$ cat src/rtl/shift_pattern_monitor.sv
// rtl/shift_pattern_monitor.sv - detects Y==PAT held for HOLD enabled samples; hit pulse, saturating count.
module shift_pattern_monitor #(
   parameter int WIDTH = 4,
   parameter int HOLD  = 3,
   parameter int CNT_W = 8
) (
   input  logic             clk,
   input  logic             R,
   input  logic             en,
   input  logic [WIDTH-1:0] Y,
   input  logic [WIDTH-1:0] PAT,
   input  logic             clr,
   output logic             hit,
   output logic [CNT_W-1:0] cnt,
   output logic             ovf,
   output logic             busy
);

   localparam logic [1:0] S_IDLE = 2'd0;
   localparam logic [1:0] S_ARM  = 2'd1;
   localparam logic [1:0] S_LOCK = 2'd2;
   localparam logic [3:0] HOLD_C = 4'(HOLD);

   logic [1:0]       state_q, state_d;
   logic [3:0]       hcnt_q, hcnt_d;
   logic             hit_q, hit_d;
   logic [CNT_W-1:0] cnt_q, cnt_d, cnt_base;
   logic             ovf_q, ovf_d, ovf_base;
   logic             go;
   logic [3:0]       hcnt_inc;

   assign go       = en && (Y == PAT);
   assign hcnt_inc = hcnt_q + 4'd1;

   always_comb begin
      state_d = state_q;
      hcnt_d  = hcnt_q;
      hit_d   = 1'b0;
      case (state_q)
         S_IDLE: begin
            if (go) begin
               hcnt_d = 4'd1;
               if (HOLD_C == 4'd1) begin
                  state_d = S_LOCK;
                  hit_d   = 1'b1;
               end else begin
                  state_d = S_ARM;
               end
            end else begin
               hcnt_d = 4'd0;
            end
         end
         S_ARM: begin
            if (!go) begin
               state_d = S_IDLE;
               hcnt_d  = 4'd0;
            end else begin
               hcnt_d = hcnt_inc;
               if (hcnt_inc == HOLD_C) begin
                  state_d = S_LOCK;
                  hit_d   = 1'b1;
               end
            end
         end
         S_LOCK: begin
            // Held match never re-fires; a break is required before the next hit.
            if (!go) begin
               state_d = S_IDLE;
               hcnt_d  = 4'd0;
            end
         end
         default: begin
            state_d = S_IDLE;
            hcnt_d  = 4'd0;
         end
      endcase
   end

   // clr is applied first so a coincident hit lands on a freshly cleared counter.
   always_comb begin
      cnt_base = clr ? '0 : cnt_q;
      ovf_base = clr ? 1'b0 : ovf_q;
      cnt_d    = cnt_base;
      ovf_d    = ovf_base;
      if (hit_d) begin
         if (cnt_base == {CNT_W{1'b1}}) begin
            ovf_d = 1'b1;
         end else begin
            cnt_d = cnt_base + 1'b1;
         end
      end
   end

   always_ff @(posedge clk) begin
      if (!R) begin
         state_q <= S_IDLE;
         hcnt_q  <= 4'd0;
         hit_q   <= 1'b0;
         cnt_q   <= '0;
         ovf_q   <= 1'b0;
      end else begin
         state_q <= state_d;
         hcnt_q  <= hcnt_d;
         hit_q   <= hit_d;
         cnt_q   <= cnt_d;
         ovf_q   <= ovf_d;
      end
   end

   assign hit  = hit_q;
   assign cnt  = cnt_q;
   assign ovf  = ovf_q;
   assign busy = (state_q != S_IDLE);

endmodule

$ cat config.mk
export PLATFORM = sky130hd
export DESIGN_NAME = shift_pattern_monitor
export DESIGN_NICKNAME = d
export VERILOG_FILES = /design/src/rtl/shift_pattern_monitor.sv
export SDC_FILE = /design/constraint.sdc
export NUM_CORES = 1
export LEC_CHECK = 0
export ABC_AREA = 0
export CORE_ASPECT_RATIO = 0.7
export CORE_MARGIN = 3
export CORE_UTILIZATION = 43
export DETAILED_ROUTE_END_ITERATION = 12
export GPL_TIMING_DRIVEN = 0
export PLACE_DENSITY = 0.71
export SLEW_MARGIN = 10
export SYNTH_ARGS = -nofsm -noshare
export SYNTH_HDL_FRONTEND = slang
export SYNTH_SLANG_ARGS = --single-unit
$ cat constraint.sdc
create_clock -name clk -period 1.9 [get_ports clk]
set_input_delay 0.19 -clock clk [delete_from_list [all_inputs] [get_ports clk]]
set_output_delay 0.19 -clock clk [all_outputs]
set_load 0.01 [all_outputs]
==> out/summary.txt <==
Status -> finished, violations left
Violated checks -> negative setup slack
YS warnings -> 0
Int Pwr -> 0.4843 mW
Total number of vias -> 969
Synth Register Bits -> 16
Slowest-stage cell, CP -> or4_4
I/O pin count -> 23
Fin nets -> 168
Post-route setup slack -> -0.1582 ns
Core area -> 1936 sq um
Clock Pin Slew Worst Setup and Hold Paths -> 0.09 ns
Die Width -> 61.05 um
Max-cap violations -> 0
Worst setup EP type -> flip-flop
Sequential share of the synthesized area -> 0.3512
Total power -> 0.6166 mW
R2R Path Start -> cnt[0]$_SDFF_PN0_
Row Count -> 13
Post-synth top flop -> dfxtp_1
Layout cell share with drive strength beyond 1 -> 0.2566
Logic gate share of total power -> 0.088
WS Path Type -> reg2reg
CP startpoint kind -> flip-flop
Finished Cell Area -> 1394 sq um
Post-synthesis cell area -> 912.1 sq um
Tot GR Track Use -> 0.2006
Pwr dens -> 442.4 nW/um^2
Final antenna-violating net count -> 0
Routability cong. -> 0.7789
DP HPWL -> 1.664 mm
Grt ovf -> 0
Switch share -> 0.2146
Leak pwr -> 0.5332 nW
Post-Syn Nets -> 129
Post-synth EDFFs -> 0
Die area -> 2719 sq um
Post-placement cell area -> 1179 sq um
CP startpoint -> cnt[0]$_SDFF_PN0_
Worst Skew -> 0.001861 ns
Via-to-Cell Ratio -> 5.569
Pin count of the biggest net entering global routing -> 11
Delay-heaviest family, CP -> simple AND/OR/NAND/NOR gates
Hold Vio Cnt, Final -> 0
Crit path DAT -> 2.28 ns
CP Cell Sequence -> and2b_2, ha_4, nand2_4, nor3_4, or4_4, buf_6, or4_1, a21oi_1
Worst VDD drop -> 0.0002879 V
Crit path max fanout -> 5
Most Crowded Layer GR -> met2
Worst path required time -> 2.13 ns
Compound-Gate Fraction of Synth Area -> 0.1536
Clk network pwr share -> 0.366
Slew at the pin closest to its max-slew limit -> 0.6080 ns
GR Layer Usage met3 -> 0.05831
Commonest non-fill, non-tap cell in the layout -> clkdlybuf4s50_1
Synth Instances -> 114
Clk_lat worst skew -> 0.29 ns
Residual DRC -> 0
Drt wl/cell -> 14.21 um
Critical path's largest stage delay -> 0.50 ns
Synth cell types -> 37
Clock period minus worst slack -> 2.058 ns
R2R setup slack -> -0.16 ns
CTS tree -> yes
Total CTS buffers -> 3
XOR/XNOR share of the synthesized area -> 0.04801
Inserted Diodes -> 0
Number of buffers and inverters on the critical path -> 1
Area delta synth->final -> 52.81%
Final Setup Violations -> 6
Vias in the first global route -> 900
First-pass GRT wire length -> 3.995 mm
TritonRoute pass-1 iters -> 4
Hold path startpoint -> clr
Clock buffer depth -> 2
Most frequent cells in the layout -> 21 x clkdlybuf4s50_1, 13 x dfxtp_1, 12 x buf_4
Largest family of logic cells by synthesized area -> simple AND/OR/NAND/NOR gates
Total wire length -> 2.472 mm
Mapped Avg Cell Area -> 8.001 sq um
Adder-Cell Fraction of Synth Area -> 0.04115
Clk root buf -> clkbuf_4
Initial antenna violation count -> 0
IO Port Bufs -> 22
Sequential share of power -> 0.546
Multiplexer share of the synthesized area -> 0.02195
Worst hold path type -> in2reg
H-tree Lvls -> 1
CTS sink count -> 16
P_sw -> 0.1323 mW
Die height -> 44.54 um
Final period utilization -> 1.083
Fin. max-slew vios -> 0
Share of flip-flops with an asynchronous set or reset -> 0
Grt met1 use -> 0.2757
Relative slew margins -> 0.5916
Met2 Use GR -> 0.3080
Drt initial violations -> 37
Hold Buf Count CTS -> 0
Fmax -> 485.9 MHz
RSZ-0062 raised after global routing -> yes
Post-synthesis simple-gate area fraction -> 0.3498
Initial Utilization -> 0.4712
## worst paths after layout
kind	to	cells after the start
worst max-delay path	cnt[3]$_SDFF_PN0_	8
worst min-delay path	ovf$_SDFF_PN0_	3
worst max register to register	cnt[3]$_SDFF_PN0_	8
worst min register to register	ovf$_SDFF_PN0_	2
## per-stage QoR
| step | instances | TNS [ns] | worst slack (ns) | hold slack [ns] | util |
|---|---|---|---|---|---|
| 6_report | 174 | -0.5853 | -0.1582 | 0.3166 | 0.7201 |
| 4_1_cts | 169 | -0.4642 | -0.1559 | 0.4775 | 0.6917 |
| 5_1_grt | 174 | -0.8820 | -0.2128 | 0.3539 | 0.7201 |
| 3_5_place_dp | 158 | -4.218 | -0.7565 | 0.4660 | 0.6089 |
| 3_3_place_gp | 158 | -3.884 | -0.7409 | 0.4659 | 0.6089 |
| 2_1_floorplan | 114 | -0.1698 | -0.07631 | 0.3321 | - |
## layout make-up
cell class	count	area [sq um]
Clock buffer	4	36.28
Buffer	2	15.01
Inverter	5	18.77
Multi-Input combinational cell	90	661.9
Timing Repair Buffer	35	310.3
Fill cell	162	541.8
Sequential cell	16	324.1
Tap cell	22	27.53
## tightest hold or removal path: stages
cell	delay (ns)
clkbuf_2	0.18
nand2b_1	0.13
a21oi_1	0.06
## cells by family (layout without fill, tap and decap cells)
group	after synthesis	after routing
AO/OA/AOI/OAI	21	21
adder cells (fa/ha/maj)	3	3
multiplexers	2	2
AND/OR/NAND/NOR	59	59
buffers and inverters	8	46
flip-flops	16	16
XOR/XNOR	5	5
## state kept, by name, summed over array words and instances (netlist names)
signal / flops
cnt: 8
hcnt_q: 4
hit: 1
ovf: 1
state_q: 2
## synth_stat cells (2+ instances only)
| cell | n | area (sq um) |
|---|---|---|
| xnor2_1 | 4 | 35.03 |
| and3_1 | 2 | 12.51 |
| nor2_1 | 8 | 30.03 |
| or4_1 | 2 | 15.01 |
| nand2_1 | 9 | 33.78 |
| clkbuf_1 | 2 | 7.510 |
| dfxtp_1 | 16 | 320.3 |
| and2_1 | 2 | 12.51 |
| ha_1 | 3 | 37.54 |
| a21oi_1 | 6 | 30.03 |
| nor2b_1 | 5 | 31.28 |
| nand2b_1 | 5 | 31.28 |
| nand3b_1 | 2 | 15.01 |
| o21ai_0 | 3 | 15.01 |
| nand3_1 | 7 | 35.03 |
| inv_1 | 5 | 18.77 |
| a211oi_1 | 2 | 15.01 |
| mux2i_1 | 2 | 20.02 |
| or3_1 | 3 | 18.77 |
| nor3_1 | 6 | 30.03 |
| or2_2 | 4 | 25.02 |
## per-layer routing
metal,part of all wire,vias up
li1,-,482
met1,0.48,444
met2,0.44,40
met3,0.073,3
met4,0.0057,0
met5,0,-
## power by group through the flow
stage | Combinational [mW] | Clock (mW) | Sequential (mW)
after global routing | 0.0583 | 0.243 | 0.337
after detailed placement | 0.0529 | 0 | 0.345
after floorplan | 0.0209 | 0 | 0.344
after CTS | 0.0540 | 0.230 | 0.337
final | 0.0542 | 0.225 | 0.337
after global placement | 0.0516 | 0 | 0.345
## what timing repair did
| action | 4_1_cts | 5_1_grt |
|---|---|---|
| endpoints found under the setup margin | 6 | 10 |
| resized for setup | 16 | 6 |
| gates cloned | 1 | 0 |
| pin swaps | 2 | 3 |
| setup buffers | 6 | 6 |
| endpoints found under the hold margin | 0 | 0 |
(Power assumes the default switching activity.)
